<file path="src/rtl/delay_line_deframer.sv">
// ============================================================================
// Module     : delay_line_deframer
// Description: Receives the start/data/stop serial frames that come back from
//              the delay line. Bytes go into a small FIFO with a valid/ready
//              output. Bad stop bits raise frame_err, and bytes dropped on a
//              full FIFO raise overflow. Defining the macro
//              DEFRAMER_MAJORITY_EN switches every bit decision to a 2-of-3
//              majority vote.
// Revision   : 1.0 - initial release
// ============================================================================
`default_nettype none

module delay_line_deframer #(
  parameter int BIT_CYCLES = 154,
  parameter int FIFO_DEPTH = 4
) (
  input  logic       clk,
  input  logic       reset,
  input  logic       in,
  output logic [7:0] data,
  output logic       valid,
  input  logic       ready,
  output logic       frame_err,
  output logic       overflow,
  output logic       busy
);

  localparam int         PW       = $clog2(FIFO_DEPTH);
  localparam logic [15:0] BIT_LAST = 16'(BIT_CYCLES - 1);
`ifdef DEFRAMER_MAJORITY_EN
  // The vote window ends one cycle past the nominal midpoint.
  localparam logic [15:0] START_PT = 16'(BIT_CYCLES / 2 + 1);
`else
  localparam logic [15:0] START_PT = 16'(BIT_CYCLES / 2);
`endif

  typedef enum logic [2:0] {
    IDLE     = 3'd0,
    START    = 3'd1,
    DATA     = 3'd2,
    STOP     = 3'd3,
    WAIT_LOW = 3'd4
  } state_t;

  state_t      state, state_n;
  logic [15:0] cnt, cnt_n;
  logic [2:0]  idx, idx_n;
  logic [7:0]  shift, shift_n;
  logic        err_n, push;
  logic        sync1, sync2, sync_prev;
  logic        rise, sample_bit;

  // Two-flop synchronizer plus the delayed copy used for edge detection.
  // sync_prev resets high, so a line held high through reset is not taken as a start edge.
  always_ff @(posedge clk) begin
    if (reset) begin
      sync1     <= 1'b0;
      sync2     <= 1'b0;
      sync_prev <= 1'b1;
    end else begin
      sync1     <= in;
      sync2     <= sync1;
      sync_prev <= sync2;
    end
  end

  assign rise = sync2 & ~sync_prev;

`ifdef DEFRAMER_MAJORITY_EN
  logic sync_prev2;

  // Keeps a third sample so the vote can cover the nominal point -1, 0 and +1.
  always_ff @(posedge clk) begin
    if (reset) sync_prev2 <= 1'b0;
    else       sync_prev2 <= sync_prev;
  end

  assign sample_bit = (sync2 & sync_prev) | (sync2 & sync_prev2) | (sync_prev & sync_prev2);
`else
  assign sample_bit = sync2;
`endif

  // FSM state, bit counter, shift register and the frame_err pulse.
  always_ff @(posedge clk) begin
    if (reset) begin
      state     <= IDLE;
      cnt       <= 16'd0;
      idx       <= 3'd0;
      shift     <= 8'h00;
      frame_err <= 1'b0;
    end else begin
      state     <= state_n;
      cnt       <= cnt_n;
      idx       <= idx_n;
      shift     <= shift_n;
      frame_err <= err_n;
    end
  end

  // Next-state logic. Each bit decision clears the counter, so the next decision comes one bit period later.
  always_comb begin
    state_n = state;
    cnt_n   = cnt + 16'd1;
    idx_n   = idx;
    shift_n = shift;
    err_n   = 1'b0;
    push    = 1'b0;
    case (state)
      IDLE: begin
        cnt_n = 16'd0;
        if (rise) state_n = START;
      end
      START: begin
        if (cnt == START_PT) begin
          cnt_n   = 16'd0;
          idx_n   = 3'd0;
          state_n = sample_bit ? DATA : IDLE;
        end
      end
      DATA: begin
        if (cnt == BIT_LAST) begin
          cnt_n   = 16'd0;
          shift_n = {sample_bit, shift[7:1]};
          if (idx == 3'd7) state_n = STOP;
          else             idx_n   = idx + 3'd1;
        end
      end
      STOP: begin
        if (cnt == BIT_LAST) begin
          cnt_n = 16'd0;
          if (sample_bit) begin
            err_n   = 1'b1;
            state_n = WAIT_LOW;
          end else begin
            push    = 1'b1;
            state_n = IDLE;
          end
        end
      end
      WAIT_LOW: begin
        cnt_n = 16'd0;
        if (!sync2) state_n = IDLE;
      end
      default: state_n = IDLE;
    endcase
  end

  assign busy = (state != IDLE);

  // Receive FIFO. The extra pointer bit tells full apart from empty.
  logic [7:0]  mem [FIFO_DEPTH];
  logic [PW:0] wr_ptr, rd_ptr;
  logic        empty, full, pop, wr_en;

  assign empty = (wr_ptr == rd_ptr);
  assign full  = (wr_ptr[PW] != rd_ptr[PW]) && (wr_ptr[PW-1:0] == rd_ptr[PW-1:0]);
  assign valid = ~empty;
  assign pop   = valid & ready;
  assign wr_en = push & (~full | pop);
  assign data  = mem[rd_ptr[PW-1:0]];

  // FIFO storage, pointers and the sticky overflow flag.
  always_ff @(posedge clk) begin
    if (reset) begin
      wr_ptr   <= '0;
      rd_ptr   <= '0;
      overflow <= 1'b0;
      for (int i = 0; i < FIFO_DEPTH; i++) mem[i] <= 8'h00;
    end else begin
      if (wr_en) begin
        mem[wr_ptr[PW-1:0]] <= shift;
        wr_ptr              <= wr_ptr + 1'b1;
      end
      if (pop) rd_ptr <= rd_ptr + 1'b1;
      if (push && !wr_en) overflow <= 1'b1;
    end
  end

endmodule

`default_nettype wire

</file>
<file path="config.mk">
export PLATFORM = sky130hd
export DESIGN_NAME = delay_line_deframer
export DESIGN_NICKNAME = d
export VERILOG_FILES = /design/src/rtl/delay_line_deframer.sv
export SDC_FILE = /design/constraint.sdc
export NUM_CORES = 1
export LEC_CHECK = 0
export CORE_MARGIN = 2
export CORE_UTILIZATION = 45
export CTS_CLUSTER_DIAMETER = 120
export CTS_CLUSTER_SIZE = 25
export DETAILED_ROUTE_END_ITERATION = 12
export DONT_BUFFER_PORTS = 1
export GPL_TIMING_DRIVEN = 0
export PLACE_DENSITY_LB_ADDON = 0.25
export SYNTH_ARGS = -nofsm -noshare
export SYNTH_HDL_FRONTEND = slang
export SYNTH_SLANG_ARGS = --single-unit
export TNS_END_PERCENT = 10
</file>
<file path="constraint.sdc">
create_clock -name clk -period 2.5 [get_ports clk]
set_input_delay 0.25 -clock clk [delete_from_list [all_inputs] [get_ports clk]]
set_output_delay 0.25 -clock clk [all_outputs]
set_load 0.005 [all_outputs]
</file>
# Yosys cells after proc, flatten, opt, wreduce, memory -nomap -nowiden
# Memory sizes are Yosys's and may differ from the RTL's. A register that Yosys moved wholly into a read port is not among the register bits.
# Cells that the tools add are included.
[word_totals]
reg_bits = 41
ramBits = 32
inputBits = 4
output_inout_bits = 12
word_cells = 85
mem_count = 1
[mem_list]
columns = ["name", "depth", "width", "rd", "rd_clocked_by_memory_dff", "wr", "line_no", "rtl"]
rows = [
  ["mem", 4, 8, 1, 1, 4, "151", "logic [7:0] mem [FIFO_DEPTH];"],
]
[classes]
add_sub_neg = 4
n_eq_ne = 17
n_mux = 30
bitwise_logic = 9
reduce_logical = 13
[ops]
columns = ["op", "n"]
rows = [
  ["one-hot mux 16 bit (3 select lines)", 1],
  ["two-way mux 16 bit", 2],
  ["two-way mux 3 bit", 10],
  ["adder 16 x 1 -> 16 bit, second input constant", 1],
  ["equality test 16 x 7 -> 1 bit, second input constant", 1],
  ["equality test 16 x 8 -> 1 bit, second input constant", 1],
  ["one-hot mux 3 bit (5 select lines)", 1],
  ["inequality test 2 bit, second input constant", 7],
  ["two-way mux 1 bit", 10],
  ["adder 3 x 1 -> 3 bit, second input constant", 3],
  ["two-way mux 2 bit", 4],
  ["two-way mux 8 bit", 1],
  ["OR reduction 8 bit", 1],
  ["equality test 3 x 2 -> 1 bit, second input constant", 2],
  ["equality test 3 bit, second input constant", 2],
  ["one-hot mux 3 bit (2 select lines)", 1],
  ["AND reduction 6 bit", 1],
  ["inverter 1 bit", 5],
  ["AND reduction 4 bit", 1],
  ["OR reduction 2 bit", 2],
  ["bitwise AND 1 bit", 3],
  ["equality test 3 x 1 -> 1 bit, second input constant", 1],
  ["equality test 3 bit", 1],
  ["zero test 3 bit", 1],
  ["9 further kinds", 10],
]

# Logic depth before layout (Yosys ltp)
[logic_depth]
depth_word = 10
depth_mapped = 7
mapped_depth_nobuf = 6

# Least setup slack after synthesis
# No wires, ideal clock.
[synth_path]
path_kind = "register to register"
startpoint = "reg cnt[11]"
endpoint = "mem mem[3][0] (enable)"
setup_time_ns = 0.375
arrival_ns = 2.267
required_ns = 2.125
setup_slack_ns = -0.141
stages_incl_launch_ff = 6
n_path_buf = 1
period_less_slack_ns = 2.641
cell_sequence = "dfxtp_1 -> or4_1 -> buf_2 -> nor4_2 -> nand3_2 -> o21bai_1"
[synth_rtl]
columns = ["item", "line_no", "rtl"]
rows = [
  ["from (decl)", "46", "logic [15:0] cnt, cnt_n;"],
  ["from (signal assigned)", "93", "cnt <= cnt_n;"],
  ["to (decl)", "151", ""],
]

==> impl_metrics.toml <==
[status]
outcome = "finished, final reports clean"

[clocking]
clockBufferDepth = 2
worstSkewPairLatency_ps = 360
cts.sinks = 75
htree_num_levels = 3
postCtsHoldBufs = 0
cts_tree = "built"
path_clk_slew_ps = 80
ctsRootBufferMaster = "clkbuf_8"
cts_made_buffers = 9

[sta]
max_freq_ghz = 0.413
post-route-min-period_ps = 2420
drv_slew = 0
finalHoldViolations = 0
worst_slack_ps = 79.2
slew_headroom = 0.516
fin_setup_tns_ps = 0
min_period_over_period = 0.968
worstMarginPinSlew_ps = 724
finalSetupViolCount = 0
fin_skew_ps = 8.61
hold_slack_ps = 21.3
rsz0062_at_grt = "true"

[power_and_ir_drop]
clkPwrFrac = 0.384
intPower_mw = 1.68
power.share.combinational = 0.024
peakVddDrop_v = 0.000371
switching_share = 0.234
leakagePower_nw = 1.24
p_per_area_nw_per_um2 = 563
power.share.sequential = 0.592
p_sw_mw = 0.512

[hold_path]
hold_class = "input pin to flip-flop"

[yosys]
synth_cells = 327
synth_area_um2 = 3480
syn_area_per_cell_um2 = 10.6
ys_warn_count = 0
async_reset_ff_frac = 0
yosys.cell_types.count = 45
synth_top_area_share = 0.276
synth_edf_count = 32
yosysTopAreaCell = "edfxtp_1"
yosys-top-cells-area = "edfxtp_1, dfxtp_1, mux4_2"
yosys_most_used_dff = "dfxtp_1"
ys_seq_elements = 75
seq_area_frac_synth = 0.524
syn_nets = 337

[layout]
nets = 350
area_delta_synth_final_pct = 12.1
finish.instance_area_um2 = 3900
finalNonFillerCells = 447
antenna_cells = 0
drive_above_1_share = 0.145

[setup_path]
cp_cell_sequence = "or4_1 -> buf_2 -> nor4_4 -> buf_4 -> nand3_4 -> o21bai_4 -> buf_12"
slowest_delay_ps = 520
required_ps = 2580
worstSetupStartpointType = "flip-flop"
path_class = "flip-flop to flip-flop"
crit_arrival_ps = 2500
rrSetupSlack_ps = 80
setup.worst_path.end_class = "flip-flop"
critPathSlowestCell = "or4_1"
crit_path_max_fanout = 9

[global_route]
first_global_vias = 2489
grt_usage = 0.180
gr-total-overflow = 0
grt_pass1_wl_mm = 11.9
antenna_found_initial = 0
grt_start_max_net_pins = 15

[drt]
route.detailed.drc = 0
detail_route.wl_per_cell_um = 15.4
vias_per_cell = 5.53
drtIter0Drc = 153
dr_total_vias = 2471
dr_wl_met3_um = 230
met1_length_mm = 2.97
routed_wirelength_mm = 6.90
highest_layer = "met4"
ant_nets = 0
met2_length_mm = 3.59
drt-pass1-iter-count = 4

[run]
drv_cap = 0

[floorplan]
die_y_um = 91.9
boundaryPins = 16
fp-row-count = 32
die_area_um2 = 8450
core-area_um2 = 7610
start_util = 0.457
fp.dieW_um = 91.9

[placed_design]
place_ws_ps = -540
dp_cells = 429
io_buffers = 0
place_area_um2 = 3610
routabilityCongestion = 0.784
hpwlAfterDp_mm = 4.79
cell usage in the layout (no fill, tap or decap), types with 4 or more instances in the layout:
cell / Yosys / layout
nor2_1: 41 / 41
nor2b_1: 8 / 8
or4_1: 8 / 8
mux2i_1: 4 / 4
mux4_2: 8 / 8
clkbuf_1: 12 / 11
clkbuf_8: 0 / 9
a22oi_1: 4 / 4
nand2_1: 6 / 6
inv_1: 4 / 4
nand3_1: 15 / 15
xnor2_1: 6 / 6
o31ai_1: 5 / 5
nand4_1: 7 / 7
or3_1: 7 / 7
a21oi_1: 25 / 24
nor3_1: 5 / 4
edfxtp_1: 32 / 32
dfxtp_1: 43 / 43
xor2_1: 10 / 10
nor4_1: 5 / 5
o21ai_0: 13 / 13
ha_1: 6 / 6
buf_2: 6 / 6
nand2b_1: 18 / 15
metrics by stage:
step                      total power, mW   util
final                                2.19  0.512
after global routing                 2.27  0.512
after CTS                            2.21  0.510
after detailed placement             1.37  0.474
after global placement               1.37  0.474
after floorplan                      1.36      -
cell usage after synthesis (3+ instances only):
cell type	instances
mux4_2	8
buf_2	6
o31ai_1	5
nor3b_1	3
a22oi_1	4
xnor2_1	6
clkbuf_1	12
dfxtp_1	43
nand2_1	6
nor2_1	41
or3_1	7
o21ai_0	13
nand4_1	7
nor2b_1	8
nand4_2	3
a21oi_1	25
nand3_1	15
nand2b_1	18
or4_1	8
edfxtp_1	32
ha_1	6
nor4_1	5
nor3_1	5
inv_1	4
xor2_1	10
mux2i_1	4
state kept, by name (all words and copies together), names as in the netlist, named ones only:
signal and flops:
frame_err 1, shift 8, sample_bit 1, rd_ptr 3, sync_prev 1, overflow 1, idx 3, cnt 16
sync1 1, state 3, mem 32, wr_ptr 3
logic make-up (layout without fill, tap and decap cells):
family,count (synthesis),in the layout,synth area share
flops,75,75,0.524
simple gates,139,139,0.226
xor+xnor,16,16,0.0403
compound gates,54,54,0.0910
buf+inv,23,41,0.0270
fa+ha+maj,6,6,0.0216
mux,14,14,0.0698
power groups by stage:
stage | combinational [mW] | clock, mW | sequential [mW]
5_1_grt | 0.0570 | 0.911 | 1.30
6_report | 0.0525 | 0.842 | 1.30
3_5_place_dp | 0.0458 | 0 | 1.33
2_1_floorplan | 0.0339 | 0 | 1.32
4_1_cts | 0.0513 | 0.861 | 1.30
3_3_place_gp | 0.0448 | 0 | 1.33
critical path, delay by kind of cell (launching register included):
family	cells	cell delay [ps]
buffers and inverters	3	530
AND/OR/NAND/NOR	3	1060
flip-flops	1	350
AO/OA/AOI/OAI	1	200
worst paths after layout:
| kind | startpoint | endpoint | depth (start not counted) |
|---|---|---|---|
| worst max register to register | cnt[11] | mem[3][5] | 7 |
| worst min register to register | sync1 | sample_bit | 1 |
| worst max-delay path | cnt[11] | mem[3][5] | 7 |
| worst min-delay path | in | sync1 | 1 |
timing repair:
action / 4_1_cts / 5_1_grt
resized for setup: 10 / 4
hold endpoints to repair: 0 / 0
pin swaps: 2 / 1
setup endpoints to repair: 44 / 36
buffers inserted: 3 / 0
routing by layer:
metal  vias to the layer above  global-route usage
met5                         -                   0
met4                         0              0.0709
met3                         9              0.0518
met2                        37               0.314
met1                      1194               0.209
li1                       1231                   -
cell type report:
class | instances | area (um2)
buffer | 18 | 75.1
clock buffer | 9 | 124
clock inverter | 7 | 52.6
fill | 704 | 3710
inverter | 4 | 15.0
multi-input combinational | 229 | 1650
sequential | 75 | 1820
tap | 102 | 128
timing repair buffer | 3 | 35.0
Power figures use the tool's default switching activity.
